--- src/rtl/modbus_hr_arbiter.sv ---
// Round-robin arbiter sharing one single-port holding-register RAM between the
// Modbus TX reader, the Modbus RX writer and the application port.
module modbus_hr_arbiter #(
   parameter int AW       = 8,
   parameter int HR_DEPTH = 256,
   parameter int LOCK_MAX = 4096
) (
   input  logic          clk,
   input  logic          rst,
   input  logic          rd_req,
   input  logic [15:0]   rd_a,
   output logic          rd_gnt,
   output logic          rd_ack,
   output logic [15:0]   rd_q,
   output logic          rd_err,
   input  logic          wr_req,
   input  logic [15:0]   wr_a,
   input  logic [15:0]   wr_d,
   output logic          wr_gnt,
   output logic          wr_ack,
   output logic          wr_err,
   input  logic          app_req,
   input  logic          app_we,
   input  logic [15:0]   app_a,
   input  logic [15:0]   app_d,
   output logic          app_gnt,
   output logic          app_ack,
   output logic [15:0]   app_q,
   output logic          app_err,
   input  logic          mb_lock,
   output logic          lock_to,
   output logic          mem_en,
   output logic          mem_we,
   output logic [AW-1:0] mem_a,
   output logic [15:0]   mem_d,
   input  logic [15:0]   mem_q
);

   localparam logic [1:0] ID_WR  = 2'd0;
   localparam logic [1:0] ID_RD  = 2'd1;
   localparam logic [1:0] ID_APP = 2'd2;
   localparam int         LCW    = $clog2(LOCK_MAX) + 1;

   logic            r_wr_gnt, r_rd_gnt, r_app_gnt;
   logic            r_wr_ack, r_rd_ack, r_app_ack;
   logic            r_wr_err, r_rd_err, r_app_err, r_app_rd;
   logic [15:0]     r_rd_q, r_app_q;
   logic            r_mem_en, r_mem_we;
   logic [AW-1:0]   r_mem_a;
   logic [15:0]     r_mem_d;
   logic [1:0]      r_last;
   logic            r_pend_vld, r_pend_rd, r_pend_err;
   logic [1:0]      r_pend_id;
   logic [LCW-1:0]  r_lock_cnt;
   logic            r_lock_to;

   logic [2:0]      w_elig;
   logic [1:0]      w_o0, w_o1, w_o2;
   logic            w_sel_vld, w_sel_we, w_in_range;
   logic [1:0]      w_sel_id;
   logic [15:0]     w_sel_a, w_sel_d, w_rd_q, w_app_q;

   // A requester granted last cycle may still show req high; mask it so one
   // request is never granted twice.
   assign w_elig[ID_WR]  = wr_req  & ~r_wr_gnt;
   assign w_elig[ID_RD]  = rd_req  & ~r_rd_gnt;
   assign w_elig[ID_APP] = app_req & ~r_app_gnt & (~mb_lock | r_lock_to);

   always_comb begin
      w_o0 = ID_WR;
      w_o1 = ID_RD;
      w_o2 = ID_APP;
      case (r_last)
         ID_WR:   begin w_o0 = ID_RD;  w_o1 = ID_APP; w_o2 = ID_WR;  end
         ID_RD:   begin w_o0 = ID_APP; w_o1 = ID_WR;  w_o2 = ID_RD;  end
         default: begin w_o0 = ID_WR;  w_o1 = ID_RD;  w_o2 = ID_APP; end
      endcase
      w_sel_vld = 1'b1;
      w_sel_id  = w_o0;
      if (w_elig[w_o0]) begin
         w_sel_id = w_o0;
      end else if (w_elig[w_o1]) begin
         w_sel_id = w_o1;
      end else if (w_elig[w_o2]) begin
         w_sel_id = w_o2;
      end else begin
         w_sel_vld = 1'b0;
      end
   end

   always_comb begin
      w_sel_a  = app_a;
      w_sel_d  = app_d;
      w_sel_we = app_we;
      case (w_sel_id)
         ID_WR:   begin w_sel_a = wr_a; w_sel_d = wr_d;  w_sel_we = 1'b1; end
         ID_RD:   begin w_sel_a = rd_a; w_sel_d = 16'h0; w_sel_we = 1'b0; end
         default: begin w_sel_a = app_a; w_sel_d = app_d; w_sel_we = app_we; end
      endcase
      w_in_range = ({16'h0, w_sel_a} < $unsigned(32'(HR_DEPTH)));
   end

   // RAM data arrives during the ack cycle, so read data is forwarded then held.
   assign w_rd_q  = r_rd_ack ? (r_rd_err ? 16'h0 : mem_q) : r_rd_q;
   assign w_app_q = (r_app_ack && r_app_rd) ? (r_app_err ? 16'h0 : mem_q) : r_app_q;

   always_ff @(posedge clk) begin
      if (rst) begin
         r_wr_gnt   <= 1'b0;  r_rd_gnt  <= 1'b0;  r_app_gnt <= 1'b0;
         r_wr_ack   <= 1'b0;  r_rd_ack  <= 1'b0;  r_app_ack <= 1'b0;
         r_wr_err   <= 1'b0;  r_rd_err  <= 1'b0;  r_app_err <= 1'b0;
         r_app_rd   <= 1'b0;
         r_rd_q     <= 16'h0; r_app_q   <= 16'h0;
         r_mem_en   <= 1'b0;  r_mem_we  <= 1'b0;
         r_mem_a    <= '0;    r_mem_d   <= 16'h0;
         r_last     <= ID_APP;
         r_pend_vld <= 1'b0;  r_pend_rd <= 1'b0;  r_pend_err <= 1'b0;
         r_pend_id  <= ID_WR;
         r_lock_cnt <= '0;    r_lock_to <= 1'b0;
      end else begin
         r_wr_gnt  <= w_sel_vld && (w_sel_id == ID_WR);
         r_rd_gnt  <= w_sel_vld && (w_sel_id == ID_RD);
         r_app_gnt <= w_sel_vld && (w_sel_id == ID_APP);
         if (w_sel_vld) begin
            r_last   <= w_sel_id;
            r_mem_en <= w_in_range;
            r_mem_we <= w_in_range & w_sel_we;
            r_mem_a  <= w_sel_a[AW-1:0];
            r_mem_d  <= w_sel_d;
         end else begin
            r_mem_en <= 1'b0;
            r_mem_we <= 1'b0;
         end
         r_pend_vld <= w_sel_vld;
         r_pend_id  <= w_sel_id;
         r_pend_rd  <= ~w_sel_we;
         r_pend_err <= ~w_in_range;

         r_wr_ack  <= r_pend_vld && (r_pend_id == ID_WR);
         r_rd_ack  <= r_pend_vld && (r_pend_id == ID_RD);
         r_app_ack <= r_pend_vld && (r_pend_id == ID_APP);
         r_wr_err  <= r_pend_vld && (r_pend_id == ID_WR)  && r_pend_err;
         r_rd_err  <= r_pend_vld && (r_pend_id == ID_RD)  && r_pend_err;
         r_app_err <= r_pend_vld && (r_pend_id == ID_APP) && r_pend_err;
         r_app_rd  <= r_pend_rd;
         r_rd_q    <= w_rd_q;
         r_app_q   <= w_app_q;

         // Timeout fires when the count reaches LOCK_MAX-1, then saturates.
         if (!mb_lock) begin
            r_lock_cnt <= '0;
            r_lock_to  <= 1'b0;
         end else if (app_req && !r_lock_to) begin
            r_lock_cnt <= r_lock_cnt + LCW'(1);
            r_lock_to  <= (r_lock_cnt == LCW'(LOCK_MAX - 2));
         end else begin
            r_lock_cnt <= r_lock_cnt;
         end
      end
   end

   assign wr_gnt  = r_wr_gnt;
   assign rd_gnt  = r_rd_gnt;
   assign app_gnt = r_app_gnt;
   assign wr_ack  = r_wr_ack;
   assign rd_ack  = r_rd_ack;
   assign app_ack = r_app_ack;
   assign wr_err  = r_wr_err;
   assign rd_err  = r_rd_err;
   assign app_err = r_app_err;
   assign rd_q    = w_rd_q;
   assign app_q   = w_app_q;
   assign lock_to = r_lock_to;
   assign mem_en  = r_mem_en;
   assign mem_we  = r_mem_we;
   assign mem_a   = r_mem_a;
   assign mem_d   = r_mem_d;

endmodule
--- config.mk ---
export PLATFORM = sky130hd
export DESIGN_NAME = modbus_hr_arbiter
export DESIGN_NICKNAME = d
export VERILOG_FILES = /design/src/rtl/modbus_hr_arbiter.sv
export SDC_FILE = /design/constraint.sdc
export NUM_CORES = 1
export LEC_CHECK = 0
export BUFFER_PORTS_ARGS = -buffer_cell sky130_fd_sc_hd__buf_2
export CAP_MARGIN = 20
export CORE_MARGIN = 2
export CORE_UTILIZATION = 40
export DETAILED_ROUTE_END_ITERATION = 10
export PLACE_DENSITY = 0.83
export SYNTH_ARGS = -nofsm -noshare
export SYNTH_HDL_FRONTEND = slang
export SYNTH_SLANG_ARGS = --single-unit
--- constraint.sdc ---
create_clock -name clk -period 2 [get_ports clk]
set_clock_uncertainty 0.1 [all_clocks]
set_input_delay 0.4 -clock clk [delete_from_list [all_inputs] [get_ports clk]]
set_output_delay 0.4 -clock clk [all_outputs]
set_load 0.01 [all_outputs]
---- Word level (Yosys, flattened, before mapping) ----
Cells that the tools add are included.
word-level totals
  register bits after elaboration ......... 89
  bits of input ports ..................... 103
  output and inout bits ................... 68
  logic and storage cells ................. 86
operators by class
  add/subtract/negate cells ............... 1
  magnitude comparators ................... 4
  equality and inequality tests ........... 6
  muxes and demuxes ....................... 22
  bitwise gates (word level) .............. 13
  reduce and logical (&&, ||, !) cells .... 17
operators by type and width
  kind                   count
  $mux 16                4
  $pmux 16 s2            2
  $lt 16x9->1 const B    1
  $add 13x1->13 const B  1
  $eq 13x12->1 const B   1
  $pmux 2 s2             3
  $logic_and 1x1->1      11
  $lt 2x3->1 const B     3
  $not 1->1              7
  $bmux 1 s2             3
  $eq 2x1->1 const B     3
  $logic_not 2->1        3
  $mux 1                 6
  $mux 2                 3
  $and 1x1->1            5
  $eq 2x2->1 const B     2
  $reduce_or 2->1        2
  $pmux 1 s2             1
  $logic_not 1->1        1
  $or 1x1->1             1

---- Longest topological paths before layout ----
  depth after elaboration ................. 12
  mapped depth ............................ 7
  depth with buffers taken out ............ 6

---- Worst setup path before layout ----
Ideal clock, no wire load.
  path type ............................... input to register
  start point ............................. input mb_lock
  end point ............................... register r_pend_err
  library setup time ...................... 120 ps
  arrival time ............................ 1831 ps
  data required time ...................... 1780 ps
  slack ................................... -51 ps
  cell stages on the path ................. 7
  path buffers ............................ 2
  cell sequence ........................... nor2b_2 buf_6 nor4_2 or3_4 buf_6 a221o_1 o31a_1
between the ends
  word-level cells in the longest chain between the ends .. 12
  elaborated cells on any way between the ends .. 17
  classes of those cells .................. order compare (1); eq/ne (1); mux (10); bitwise (4); reduce/logical (1)
ends and longest elaborated chain
  what                                                  line  source
  start, declared                                       30    input logic mb_lock,
  $not 1->1 (no line) (*)                               --
  $or 1x1->1 (*)                                        67    assign w_elig[ID_APP] = app_req & ~r_app_gnt & (~mb_lock | r_lock_to);
  $and 1x1->1 (*)                                       67
  $bmux 1 s2                                            84    end else if (w_elig[w_o2]) begin
  $mux 1 (implied by the code)                          84
  $mux 2                                                84
  $mux 2                                                82    end else if (w_elig[w_o1]) begin
  $mux 2 (*)                                            80    if (w_elig[w_o0]) begin
  $eq 2x1->1 / $logic_not 2->1 (equally long branches)  95    case (w_sel_id)
  $pmux 16 s2 (*)                                       95
  $lt 16x9->1 (*)                                       100   w_in_range = ({16'h0, w_sel_a} < $unsigned(32'(HR_DEPTH)));
  $not 1->1 (*)                                         137   r_pend_err <= ~w_in_range;
  end signal, assigned                                  137
  end, declared                                         52    logic r_pend_vld, r_pend_rd, r_pend_err;
Every way passes the cells marked *; elsewhere a longest branch is shown, timed or not. The select of a mux whose other input is x is not followed.
A chain may end at the register's enable or synchronous reset.

---- Worst setup path after layout ----
  start point ............................. register r_last[0]
  end point ............................... register r_pend_err
between the ends
  word-level cells in the longest chain between the ends .. 11
  elaborated cells on any way between the ends .. 19
  classes of those cells .................. order compare (1); eq/ne (2); mux (13); bitwise (1); reduce/logical (2)
ends and longest elaborated chain
  what                                                  line  source
  start, declared                                       51    logic [1:0] r_last;
  start signal, assigned                                125   r_last <= w_sel_id;
  $eq 2x1->1 / $logic_not 2->1 (equally long branches)  73    case (r_last)
  $pmux 2 s2                                            73
  $bmux 1 s2                                            84
  $mux 1 (implied by the code)                          84
  $mux 2                                                84
  $mux 2                                                82
  $mux 2 (*)                                            80
  $eq 2x1->1 / $logic_not 2->1 (equally long branches)  95
  $pmux 16 s2 (*)                                       95
  $lt 16x9->1 (*)                                       100
  $not 1->1 (*)                                         137
Marked as above.

==> impl_metrics.toml <==
[placement]
io_buffers = 170
gp_congestion = 0.8513
preCtsSetupSlack_ns = -0.2829
post_dp_cell_area_um2 = 5076
hpwl_um = 7900

[sta]
holdWs_ns = 0.1381
fmax_mhz = 515.2
tightest_slew_ns = 0.4575
hold_viol = 0
fin_crit_sh_pct = 97.06
relSlewSlack_pct = 69.42
rsz0062_at_grt = "no"
finalMaxSlewViolations = 0
fin_crit_ns = 1.941
setup_viol = 0
setup_ws_ns = 0.05882

[routing]
ant_nets = 0
num_vias = 3968
drt_iter0_drc = 84
firstDrtPassIters = 4
drcViolationCount = 0
post_drt_wl_per_cell_um = 13.65
routed_via_density = 5.010
totalWireLength_um = 10810

[die]
chipHeight_um = 102.7
core-area_um2 = 9594
die_area_um2 = 10540
initial_core_util_pct = 40.58
die_w_um = 102.7
io_pins = 171
rows = 36

[critical_path]
arrival_ns = 2.09
max_stage_delay_ns = 0.46
r2r-end = "r_pend_err"
crit_start = "r_last[0]"
rr_startpoint = "r_last[0]"
setup.worst_path.class = "flip-flop to flip-flop"
start_kind = "flip-flop"
regToRegSetupSlack_ns = 0.06
critPathCaptureType = "flip-flop"
worstSetupEndpoint = "r_pend_err"
required_ns = 2.15
crit_chain = "inv_1 -> nor4_2 -> or3_4 -> a222oi_1 -> buf_4 -> o31a_1"
critPathSlowestCell = "dfxtp_1"
cp_max_fo = 4
reg2regPathDepth = 6

[cts]
cts.sinks = 89
clock-root-buffer = "clkbuf_8"
cts_hold_buf = 0
cts_max_level = 3
max-clock-path-buffers = 2
clkTransAtPathRegs_ns = 0.09
worst_skew_pair.late_latency_ns = 0.35
cts_buffers = 9
cts_tree = "built"

[layout]
final_cell_mix = "170 x buf_2, 85 x dfxtp_1, 68 x nand2_1, 55 x o21ai_0, 37 x and2_1"
drive_above_1_share_pct = 38.09
design_area_um2 = 5472
postLayoutCoreUtil_pct = 57.03
area_delta_synth_final_pct = 40.52
layout.nets = 759
diodes = 0
nFillCells = 858
final_common_cell = "buf_2"

[synthesis]
ys_ff_latch = 89
synth_edf_count = 0
synth_flop_cell = "dfxtp_1"
yosys_warnings = 0
seq_area_frac_synth_pct = 45.76
synthMuxAreaShare_pct = 0
netlist_area_um2 = 3894
synth_cell_types = 47
synth-compound-area-share_pct = 18.96
synthArstFlopShare_pct = 0
syn_area_per_cell_um2 = 8.392
synth_top_family_by_area = "simple AND/OR/NAND/NOR gates"
synth_fa_ha_area_share_pct = 0.6427
synthCells = 464
synth_nets = 569
synth-simple-area-share_pct = 26.86
synth_xor_area_share_pct = 2.024

[grt]
grtUsageTotal_pct = 19.95
grt_max_degree = 44
grt_pass1_vias = 3737
grt_pass1_wl_um = 17040
antenna_found_initial = 0
gr-total-overflow = 0

[run]
max_cap_violations = 0

[power_and_ir_drop]
power_leakage_nw = 2.477
power_density_nw_per_um2 = 723.5
ir_drop_v = 0.0003552
finalPower_mw = 3.959

[min_path]
hp-class = "input pin to flip-flop"

[run_status]
outcome = "complete, no violations"
==> per-stage QoR <==
stage               cells  TNS [ns]
detailed placement    773    -2.553
floorplan             464  -0.02422
global placement      773    -1.019
finish                792         0
CTS                   789         0
global route          792         0
==> registers in the layout, indices dropped and copies added (netlist names), 2 cells and up <==
register	count
r_pend_id	2
r_lock_cnt	13
mem_d	16
r_rd_q	16
mem_a	8
r_last	2
r_app_q	16
==> timing repair <==
item,in CTS,in global routing
gates resized for setup,4,29
buffers inserted,0,2
setup endpoints to repair,9,30
endpoints found under the hold margin,0,0
gates cloned,0,1
pin swaps,1,3
==> cell families (layout without fill, tap and decap cells) <==
group	Yosys count	after routing
AO/OA/AOI/OAI	115	115
flip-flops	89	89
AND/OR/NAND/NOR	194	194
adder cells (fa/ha/maj)	2	2
XOR/XNOR	9	9
buffers and inverters	55	250
==> cell type report <==
cell class                 count  area [um^2]  area share, %
clock buffer                  10        127.6          2.332
clock inverter                 6        68.82          1.258
inverter                      27        101.3          1.852
multi-input combinational    320         2027          37.05
sequential                    89         1787          32.65
tap                          133        166.4          3.041
timing repair buffer         207         1194          21.82
==> Yosys cell counts (2+ instances only) <==
library cell / number / area (um^2)
a211oi_1: 2 / 15.01
a21oi_1: 12 / 60.06
a221oi_1: 8 / 70.07
a222oi_1: 2 / 20.02
a2bb2oi_1: 16 / 140.1
and2_1: 37 / 231.5
and2b_1: 2 / 15.01
buf_2: 2 / 10.01
buf_6: 2 / 22.52
clkbuf_1: 24 / 90.09
dfxtp_1: 89 / 1782
ha_1: 2 / 25.02
inv_1: 27 / 101.4
nand2_1: 68 / 255.2
nand2b_1: 19 / 118.9
nand3_1: 4 / 20.02
nand3b_1: 16 / 120.1
nand4_1: 5 / 31.28
nor2_1: 17 / 63.81
nor2b_1: 2 / 12.51
nor3_1: 7 / 35.03
nor3b_1: 2 / 15.01
nor4_1: 3 / 18.77
nor4_2: 2 / 25.02
o211ai_1: 2 / 15.01
o21ai_0: 56 / 280.3
o21ai_1: 5 / 25.02
o31a_1: 2 / 17.52
or3_1: 4 / 25.02
xnor2_1: 4 / 35.03
xor2_1: 5 / 43.79
==> where the power goes <==
group / switching, mW / internal (mW) / total, mW
clock network: 0.656 / 0.583 / 1.24
logic: 0.409 / 0.401 / 0.810
registers: 0.0513 / 1.86 / 1.91
total: 1.12 / 2.84 / 3.96
==> layer usage <==
layer	routed length (um)	global-route usage [%]
met1	4585	23.33
met2	5249	35.85
met4	128	6.154
met3	848	5.017
met5	0	0
==> worst min path at each step <==
stage                   start        end  slack (ns)  cells past startpoint
floorplan           r_pend_rd   r_app_rd        0.31                      1
global placement    r_pend_rd   r_app_rd        0.33                      1
detailed placement  r_pend_rd   r_app_rd        0.32                      1
CTS                  wr_d[15]  mem_d[15]        0.13                      3
global route          wr_d[1]   mem_d[1]        0.13                      3
finish               wr_d[15]  mem_d[15]        0.14                      3
==> worst max-delay path, delay by kind of cell, from the launching register on <==
family | cells | cell delay [ns]
DFF | 1 | 0.46
buffers and inverters | 2 | 0.36
and+or+nand+nor | 2 | 0.56
AOI/OAI and AO/OA | 2 | 0.37
(Power assumes the default switching activity.)
